`src/rtl/bp_be_ckpt_queue.sv`:
```
// Checkpointed queue: read pointer runs ahead speculatively, commit advances the
// checkpoint, roll rewinds reads to it. Optional same-cycle bypass via BP_BE_CKPT_QUEUE_BYPASS_EN.
module bp_be_ckpt_queue #(
    parameter int unsigned width_p   = 32,
    parameter int unsigned els_p     = 8,
    parameter int unsigned deq_max_p = 2,
    localparam int unsigned aw       = $clog2(els_p),
    localparam int unsigned pw       = aw + 1,
    localparam int unsigned cw       = $clog2(els_p + 1),
    localparam int unsigned dw       = $clog2(deq_max_p + 1)
) (
    input  logic               clk_i,
    input  logic               reset_i,
    input  logic [width_p-1:0] data_i,
    input  logic               v_i,
    output logic               ready_and_o,
    output logic [width_p-1:0] data_o,
    output logic               v_o,
    input  logic               yumi_i,
    input  logic [dw-1:0]      deq_cnt_i,
    input  logic               roll_i,
    input  logic               clr_i,
    input  logic               suppress_i,
    output logic [cw-1:0]      count_o,
    output logic [cw-1:0]      spec_cnt_o
);

    logic [width_p-1:0] mem_q [els_p];
    logic [pw-1:0]      wptr_q, wptr_d;
    logic [pw-1:0]      rptr_q, rptr_d;
    logic [pw-1:0]      cptr_q, cptr_d;
    logic [pw-1:0]      occ, spec;
    logic               full, empty, enq, deq;

    // Status, handshakes and next-pointer computation
    always_comb begin
        occ         = wptr_q - cptr_q;
        spec        = rptr_q - cptr_q;
        full        = (occ == pw'(els_p));
        empty       = (rptr_q == wptr_q);
        ready_and_o = ~full & ~suppress_i & ~clr_i;
        enq         = v_i & ready_and_o;
        v_o         = ~empty & ~suppress_i & ~clr_i & ~roll_i;
        data_o      = mem_q[rptr_q[aw-1:0]];
`ifdef BP_BE_CKPT_QUEUE_BYPASS_EN
        if (empty && enq && !roll_i) begin
            v_o    = 1'b1;
            data_o = data_i;
        end
`endif
        deq        = yumi_i & v_o;
        count_o    = cw'(occ);
        spec_cnt_o = cw'(spec);

        wptr_d = wptr_q + pw'(enq);
        cptr_d = cptr_q + pw'(deq_cnt_i);
        rptr_d = roll_i ? cptr_d : (rptr_q + pw'(deq));
        if (clr_i) begin
            wptr_d = '0;
            rptr_d = '0;
            cptr_d = '0;
        end
    end

    always_ff @(posedge clk_i or posedge reset_i) begin
        if (reset_i) begin
            wptr_q <= '0;
            rptr_q <= '0;
            cptr_q <= '0;
        end else begin
            wptr_q <= wptr_d;
            rptr_q <= rptr_d;
            cptr_q <= cptr_d;
        end
    end

    // Storage is intentionally not reset
    always_ff @(posedge clk_i) begin
        if (enq) mem_q[wptr_q[aw-1:0]] <= data_i;
    end

    // Commits may only retire entries that have already been read
    assert property (@(posedge clk_i) disable iff (reset_i) (cw'(deq_cnt_i) <= spec_cnt_o))
        else $error("deq_cnt_i exceeds spec_cnt_o");

endmodule
```
`config.mk`:
```
export PLATFORM = sky130hd
export DESIGN_NAME = bp_be_ckpt_queue
export DESIGN_NICKNAME = d
export VERILOG_FILES = /design/src/rtl/bp_be_ckpt_queue.sv
export SDC_FILE = /design/constraint.sdc
export NUM_CORES = 1
export LEC_CHECK = 0
export ABC_AREA = 1
export BUFFER_PORTS_ARGS = -buffer_cell sky130_fd_sc_hd__clkbuf_2
export CAP_MARGIN = 15
export CORE_MARGIN = 1.5
export CORE_UTILIZATION = 50
export DETAILED_ROUTE_END_ITERATION = 10
export PLACE_DENSITY = 0.74
export SETUP_SLACK_MARGIN = 0.3
export SLEW_MARGIN = 10
export SYNTH_ARGS = -nofsm -noshare
export SYNTH_HDL_FRONTEND = slang
export SYNTH_SLANG_ARGS = --single-unit
```
`constraint.sdc`:
```
create_clock -name clk_i -period 3.4 [get_ports clk_i]
set_input_delay 0.34 -clock clk_i [delete_from_list [all_inputs] [get_ports clk_i]]
set_output_delay 0.34 -clock clk_i [all_outputs]
set_load 0.005 [all_outputs]
```
### Word level (Yosys, flattened, before mapping)

Memory sizes are Yosys's and may differ from the RTL's.
Cells that the tools add are included.

* eq/ne operators: 2
* bitwise operators: 12
* mux-type cells: 6
* add/subtract/negate cells: 5

Operator list (number)
* 4-bit 2-to-1 mux: 4
* 4-bit by 1-bit adder with 4-bit output: 2
* 4-bit subtractor: 2
* 1-bit AND: 7
* 1-bit inverter: 5
* 4-bit by 2-bit adder with 4-bit output: 1
* 4-bit equality test: 1
* 4-bit equality test, second input constant: 1
* 1-bit 2-to-1 mux: 2

* register bits after elaboration: 12
* input port bits: 41
* word-level logic and storage cells: 29
* bits in writable memories: 256
* memories kept: 1

Memory list
* mem_q: words 8, bits a word 32, read ports 1, clocked after Yosys merged registers in 0, write ports 1, RTL line 28 `logic [width_p-1:0] mem_q [els_p];`

### Longest topological paths before layout

Gate-level depths: netlist (run 1).

* depth in word-level cells: 9
* mapped depth: 15

### Least setup slack after synthesis (run 1)

No wires, ideal clock.

* path type: register -> register
* from: reg wptr_q[0]
* to: mem mem_q[0][0] (enable)
* library setup time: 0.421 ns
* clock period less this slack: 3.462 ns
* data required time: 2.979 ns
* path slack: -0.062 ns
* arrival: 3.041 ns
* stages on the path, launching flop included: 12
* cell sequence: dfrtp_1 > inv_1 > ha_1 > inv_1 > fa_1 > nand2_1 > inv_1 > nor2_1 > nor2_1 > nand3_1 > nand3_2 > nor2_1

* word-level cells in the longest chain between the ends: 8

Ends and longest elaborated chain
* from (decl): RTL line 29 `logic [pw-1:0] wptr_q, wptr_d;`
* from (signal assigned): RTL line 71 `wptr_q <= wptr_d;`
* 4-bit subtractor: RTL line 37 `occ = wptr_q - cptr_q;`
* via count_o[2]: RTL line 24 `output logic [cw-1:0] count_o,`
* 4-bit equality test: RTL line 39 `full = (occ == pw'(els_p));`
* 1-bit inverter: RTL line 41 `ready_and_o = ~full & ~suppress_i & ~clr_i;`
* 1-bit AND (2 in a row): RTL line 41
* 1-bit AND: RTL line 42 `enq = v_i & ready_and_o;`
* 1-bit 2-to-1 mux: RTL line 79 `if (enq) mem_q[wptr_q[aw-1:0]] <= data_i;`
* 1-bit 2-to-1 mux (implied by the code): RTL line 79
* to (decl): RTL line 28

The timed path passes the listed nets, and every way through them passes these cells.

### Final worst setup path (run 1)

* from: reg wptr_q[0]
* to: mem mem_q[6][17] (enable)

* word-level cells in the longest chain between the ends: 8

Ends and longest elaborated chain (RTL line)
* 4-bit subtractor: 37
* 4-bit equality test: 39
* 1-bit inverter: 41
* 1-bit AND (2 in a row): 41
* 1-bit AND: 42
* 1-bit 2-to-1 mux: 79
* 1-bit 2-to-1 mux (implied by the code): 79

Parallel ways exist; a longest one is shown, timed or not.

==> results of run 1 <==
==> logic make-up after synthesis <==
kind of cell    count (synthesis)  share of synthesized area [%]
fa+ha+maj                      15                           1.93
simple gates                  273                           9.72
buf+inv                        80                           3.92
compound gates                208                           10.3
xor+xnor                       10                          0.804
flops                         268                           73.3
==> per-stage QoR <==
step	hold slack [ns]	setup WS, ns
global route	0.0879	0.104
CTS	0.0887	0.223
detailed placement	0.363	0.246
finish	0.0934	0.276
global placement	0.364	0.360
floorplan	0.205	-0.0621
==> critical path: cells and delay by family (launching register included) <==
family,cells,cell delay [ns]
DFF,1,0.45
buffers and inverters,4,0.41
and+or+nand+nor,6,1.32
adders and majority gates,2,0.54
==> synthesized netlist by cell type (all sizes together) <==
cell / number / share of area (%)
o22ai: 64 / 3.7
xor2: 4 / 0.32
buf: 28 / 2.1
edfxtp: 256 / 71
or2: 1 / 0.057
ha: 12 / 1.4
and2: 2 / 0.11
o21ai: 135 / 6.2
nand3: 15 / 0.74
xnor2: 6 / 0.48
nand2: 106 / 3.7
nand4: 1 / 0.057
clkbuf: 23 / 0.82
a21oi: 9 / 0.41
dfrtp: 12 / 2.8
inv: 29 / 1.0
fa: 3 / 0.55
nor2: 148 / 5.1
==> metal layers <==
| layer | vias to the layer above | track usage [%] |
|---|---|---|
| li1 | 3208 | - |
| met1 | 3304 | 27.2 |
| met2 | 206 | 33.7 |
| met3 | 36 | 2.58 |
| met4 | 0 | 4.95 |
| met5 | - | 0 |
==> final timing paths <==
| path | start | endpoint | cells after the start |
|---|---|---|---|
| max | wptr_q[0] | mem_q[6][17] | 12 |
| min | clr_i | wptr_q[1] | 2 |
| max reg2reg | wptr_q[0] | mem_q[6][17] | 12 |
| min reg2reg | cptr_q[2] | cptr_q[2] | 3 |
| max in group asynchronous | reset_i | rptr_q[0] | 3 |
| min in group asynchronous | reset_i | cptr_q[3] | 3 |
==> power by group <==
| part | leakage [nW] | internal, mW | switching, mW |
|---|---|---|---|
| Clock | 0.355 | 1.42 | 1.13 |
| Combinational | 1.56 | 0.294 | 0.518 |
| Sequential | 2.46 | 3.65 | 0.0357 |
| Total | 4.38 | 5.36 | 1.69 |
==> area by class of cell <==
| class | instances | area, um2 | area share (%) |
|---|---|---|---|
| Inverter | 29 | 114 | 0.929 |
| Clock buffer | 30 | 644 | 5.26 |
| Clock inverter | 14 | 90.1 | 0.735 |
| Sequential cell | 268 | 7990 | 65.2 |
| Tap cell | 275 | 344 | 2.81 |
| Multi-Input combinational cell | 506 | 2540 | 20.7 |
| Timing Repair Buffer | 91 | 531 | 4.33 |
==> timing repair <==
action                                  4_1_cts  5_1_grt
cloned                                        0        0
endpoints found under the setup margin      190      262
hold endpoints to repair                     12        0
hold buffers                                  1        0
gates resized for setup                       0        2
pin swaps                                     0        2
==> state kept, by name, indices dropped and copies added (netlist names) <==
| name | cells |
|---|---|
| wptr_q | 4 |
| rptr_q | 4 |
| cptr_q | 4 |
| mem_q | 256 |
==> metrics.md, run 1 <==
| Metric | Value |
|---|---|
| Non-filler instance count after layout | `1213` |
| Most frequent cells in the layout | `256 x edfxtp_1, 140 x nor2_1, 106 x nand2_1` |
| Setup TNS | `0 ns` |
| Drt wl/cell | `18.2 um` |
| Vias in the first global route | `6615` |
| Post-Syn Area | `0.0109 mm2` |
| Syn_area_per_cell | `12.8 um2` |
| Status | `completed` |
| Clk sink count | `268` |
| Final hold vios | `0` |
| Vias per cell | `5.57` |
| I/O pin cnt | `83` |
| Uppermost layer routed | `met4` |
| Setup violators final | `0` |
| Die Height | `151 um` |
| Number of port buffers | `82` |
| Core area | `0.0212 mm2` |
| Synth unique cells | `26` |
| Worst vdd ir | `0.000379 V` |
| Remaining global-route overflow | `0` |
| Drt total wl | `22100 um` |
| Final Total Pwr | `7.05 mW` |
| Worst Max-Slew Pin Slew | `1.15 ns` |
| CP max stage cell | `nor2_4` |
| Reg2reg setup slack | `0.28 ns` |
| Die Wd | `151 um` |
| Crit path max fanout | `32` |
| CTS clk-pin slew, worst paths | `0.06 ns` |
| Diode count | `0` |
| Largest net degree at the start of global routing | `97` |
| Initial antenna violation count | `0` |
| H-Tree Depth | `1` |
| WS Path Type | `reg -> reg` |
| Data required time of the worst path | `3.53 ns` |
| 1st-iter DRT viols | `591` |
| Pleak | `4.38 nW` |
| CTS tree | `yes` |
| Post-Syn Instances | `854` |
| Clock Latency Late Sink | `0.52 ns` |
| Placed inst area | `0.0115 mm2` |
| Synthesized flop and latch total | `268` |
| DRC errors left | `0` |
| Row Count | `53` |
| CTS buffer count | `25` |
| Gr usage total | `19.8%` |
| Slew margin rel. | `23.3%` |
| Placed insts | `1168` |
| Syn_nets | `910` |
| Period utilisation layout | `91.9%` |
| Worst setup EP type | `register` |
| Antenna Nets Post-Route | `0` |
| Commonest non-fill, non-tap cell in the layout | `edfxtp_1` |
| DR WL met2 | `10900 um` |
| Nets | `977` |
| Max clock buf depth | `3` |
| Min-delay worst type | `in -> reg` |
| Clk_skew | `0.0103 ns` |
| Cell mode on critical path | `inv_1` |
| First-pass GRT wire length | `34600 um` |
| Worst-path cell chain | `inv_1 -> ha_1 -> inv_1 -> fa_1 -> nand2_1 -> inv_1 -> nor2_1 -> nor2_1 -> nand3_1 -> nand3_2 -> buf_12 -> nor2_4` |
| Highest clock rate | `320 MHz` |
| Die area | `0.0227 mm2` |
| WL met1 | `9680 um` |
| Data arrival time of the critical path | `3.26 ns` |
| Area Overhead vs Synth | `12.5%` |
| Kind of start point of the critical path | `register` |
| Post-DP HPWL | `12300 um` |
| Starting Density | `51.3%` |
| Root Buffer | `clkbuf_16` |
| Met3 WL post-DR | `1210 um` |
| Final core occ | `57.7%` |
| Sequential area share after synthesis | `73.3%` |
| Fraction of layout cells with a size suffix above 1 | `14.4%` |
| RSZ-0062 raised after global routing | `yes` |
| Max-Cap Viols | `0` |
| First-pass DRT Iterations | `5` |
| Vias | `6754` |
| CP max stage delay | `0.86 ns` |
| Post-CTS setup buffer count | `0` |
| P per Cell Area | `575 mW/mm2` |
| Max-slew violation count | `0` |
| FILL cells | `1665` |
| Minimum clock period | `3.12 ns` |
| Final RePlAce weighted congestion | `0.866` |
| Finished Cell Area | `0.0123 mm2` |
| Yosys Warn Count | `0` |
No activity file was read; power rests on OpenSTA's default activity.
==> run 2, diff against run 1 <==
--- a/config.mk
+++ b/config.mk
@@ -11,7 +11,7 @@
 export CORE_MARGIN = 1.5
 export CORE_UTILIZATION = 50
 export DETAILED_ROUTE_END_ITERATION = 10
-export PLACE_DENSITY = 0.74
+export PLACE_DENSITY = 0.71
 export SETUP_SLACK_MARGIN = 0.3
 export SLEW_MARGIN = 10
 export SYNTH_ARGS = -nofsm -noshare
==> constraint.sdc (replaced) <==
create_clock -name clk_i -period 3.7 [get_ports clk_i]
set_input_delay 0.37 -clock clk_i [delete_from_list [all_inputs] [get_ports clk_i]]
set_output_delay 0.37 -clock clk_i [all_outputs]
set_load 0.005 [all_outputs]
==> metrics.md, run 2 (synthesized netlist as in run 1, its figures left out) <==
| Metric | Value |
|---|---|
| Status | `completed` |
| Largest net degree at the start of global routing | `107 (+10%)` |
| Data required time of the worst path | `4.10 ns (+0.57 ns)` |
| Placed inst area | `0.0115 mm2 (+0.26%)` |
| Max-Cap Viols | `0 (unchanged)` |
| CTS buffer count | `27 (+8.0%)` |
| Clk sink count | `268 (unchanged)` |
| Gr usage total | `20.1% (+0.27 points)` |
| Highest clock rate | `323 MHz (+1.1%)` |
| Min-delay worst type | `in -> reg` |
| CTS clk-pin slew, worst paths | `0.06 ns (about the same)` |
| CTS tree | `yes` |
| P per Cell Area | `557 mW/mm2 (-3.2%)` |
| Vias in the first global route | `6583 (-0.48%)` |
| Clock Latency Late Sink | `0.53 ns (about the same)` |
| Max-slew violation count | `0 (unchanged)` |
| Area Overhead vs Synth | `14.6%` |
| Core area | `0.0212 mm2 (unchanged)` |
| CP max stage cell | `dfrtp_1` |
| Drt total wl | `22100 um (about the same)` |
| Pleak | `4.52 nW (+3.1%)` |
| RSZ-0062 raised after global routing | `no` |
| Worst-path cell chain | `inv_1 -> ha_1 -> inv_1 -> fa_1 -> or2_2 -> nor2_1 -> nand3_1 -> nand3_2 -> inv_1 -> ha_1 -> ha_1 -> o21ai_0 -> a21oi_1` |
| H-Tree Depth | `1 (unchanged)` |
| WS Path Type | `reg -> reg` |
| Clk_skew | `0.00602 ns (-0.00429 ns)` |
| Final core occ | `58.8% (+1.1 points)` |
| Post-CTS setup buffer count | `0 (unchanged)` |
| Vias per cell | `5.45 (-2.2%)` |
| Clk network pwr share | `40.7% (+4.5 points)` |
| CP max stage delay | `0.45 ns (-0.41 ns)` |
| Commonest non-fill, non-tap cell in the layout | `edfxtp_1` |
| Reg2reg setup slack | `0.61 ns (+0.33 ns)` |
| Net Switching | `1.60 mW (-5.2%)` |
| Logic pwr share | `10.6% (-0.9 points)` |
| Register Area | `0.00799 mm2 (about the same)` |
| Data arrival time of the critical path | `3.49 ns (+0.23 ns)` |
| Setup violators final | `0 (unchanged)` |
| Worst vdd ir | `0.000397 V (+4.7%)` |
| Final Total Pwr | `6.95 mW (-1.4%)` |
| Setup ws final | `0.608 ns (+0.332 ns)` |
| Die Wd | `151 um (unchanged)` |
| Nets | `988 (+1.1%)` |
| Fraction of layout cells with a size suffix above 1 | `16.4% (+2.0 points)` |
| DRC errors left | `0 (unchanged)` |
| Initial antenna violation count | `0 (unchanged)` |
| Net Sw Frac | `23.0% (-0.93 points)` |
| First-pass DRT Iterations | `5 (unchanged)` |
| Number of port buffers | `82 (unchanged)` |
| Post-DP HPWL | `12000 um (-2.4%)` |
| Crit path max fanout | `9 (-72%)` |
| I/O pin cnt | `83 (unchanged)` |
| Starting Density | `51.3% (unchanged)` |
| Kind of start point of the critical path | `register` |
| Finished Cell Area | `0.0125 mm2 (+1.9%)` |
| Slew margin rel. | `38.5% (+15 points)` |
| WHS | `0.125 ns (+0.0320 ns)` |
| Die Height | `151 um (unchanged)` |
| Most frequent cells in the layout | `256 x edfxtp_1, 140 x nor2_1, 106 x nand2_1` |
| Row Count | `53 (unchanged)` |
| Worst setup EP type | `register` |
| Antenna Nets Post-Route | `0 (unchanged)` |
| Minimum clock period | `3.09 ns (-0.0325 ns)` |
| Remaining global-route overflow | `0 (unchanged)` |
| Placed insts | `1177 (+0.77%)` |
| FILL cells | `1695 (+1.8%)` |
| Die area | `0.0227 mm2 (unchanged)` |
| First-pass GRT wire length | `34900 um (+0.80%)` |
| Non-filler instance count after layout | `1228 (+1.2%)` |
| 1st-iter DRT viols | `538 (-9.0%)` |
| Final hold vios | `0 (unchanged)` |
| Vias | `6690 (-0.95%)` |
| Drt wl/cell | `18.0 um (-1.2%)` |
| Area of the multi-input gates | `0.00254 mm2 (unchanged)` |
| Final RePlAce weighted congestion | `0.792 (-8.5%)` |
| Period utilisation layout | `83.6% (-8.3 points)` |
| Internal cell power | `5.35 mW (-0.18%)` |
| Worst Max-Slew Pin Slew | `0.922 ns (-0.226 ns)` |
| Dpl ws | `0.654 ns (+0.408 ns)` |
| Setup TNS | `0 ns (unchanged)` |
| Diode count | `0 (unchanged)` |
| Root Buffer | `clkbuf_16` |
| Max clock buf depth | `3 (unchanged)` |
| Max reg flops | `256 (unchanged)` |
| Sequential Power Share | `48.6% (-3.7 points)` |
run 2: changes by cell type in the layout (fill, tap and decap cells not counted), sizes merged:
cell / change
clkinvlp: +1
bufinv: +4
buf: +9
clkbuf: +3
clkinv: -2
run 2: timing repair:
action	in CTS	in global routing
hold endpoints to repair	12	0
hold buffers	1	0
gates resized for setup	0	0
run 2: layer usage:
metal  vias up  part of all wire (%)  track usage (%)  routed length (um)
li1       3236                     -                -                   -
met1      3227                    44             27.9                9770
met2       197                    48             33.5               10600
met3        30                   5.9             2.76                1300
met4         0                   1.9             5.68                 422
met5         -                     0                0                   0
run 2: critical path, delay by kind of cell (launching register included):
family / cells / cell delay (ns)
fa+ha+maj: 4 / 1.07
simple gates: 4 / 0.91
flops: 1 / 0.45
buf+inv: 3 / 0.32
compound gates: 2 / 0.22
run 2: power groups by stage:
stage	Combinational, mW	Clock [mW]	Sequential, mW
3_5_place_dp	0.743	0	3.44
5_1_grt	0.847	2.99	3.38
6_report	0.740	2.83	3.38
4_1_cts	0.748	2.87	3.38
2_1_floorplan	0.477	0	3.43
3_3_place_gp	0.729	0	3.44
run 2: area by class of cell:
class | instances | share of cell area, %
sequential | 268 | 64.0
clock inverter | 17 | 1.78
clock buffer | 33 | 5.75
tap | 275 | 2.76
multi-input combinational | 506 | 20.3
timing repair buffer | 100 | 4.49
inverter | 29 | 0.892
run 2: final timing paths:
kind / start / end / cells after the start
worst max register to register: wptr_q[0] / wptr_q[2] / 13
worst min register to register: cptr_q[2] / cptr_q[2] / 3
min in group asynchronous: reset_i / rptr_q[3] / 3
worst max-delay path: wptr_q[0] / wptr_q[2] / 13
worst min-delay path: clr_i / wptr_q[1] / 2
max in group asynchronous: reset_i / rptr_q[0] / 3
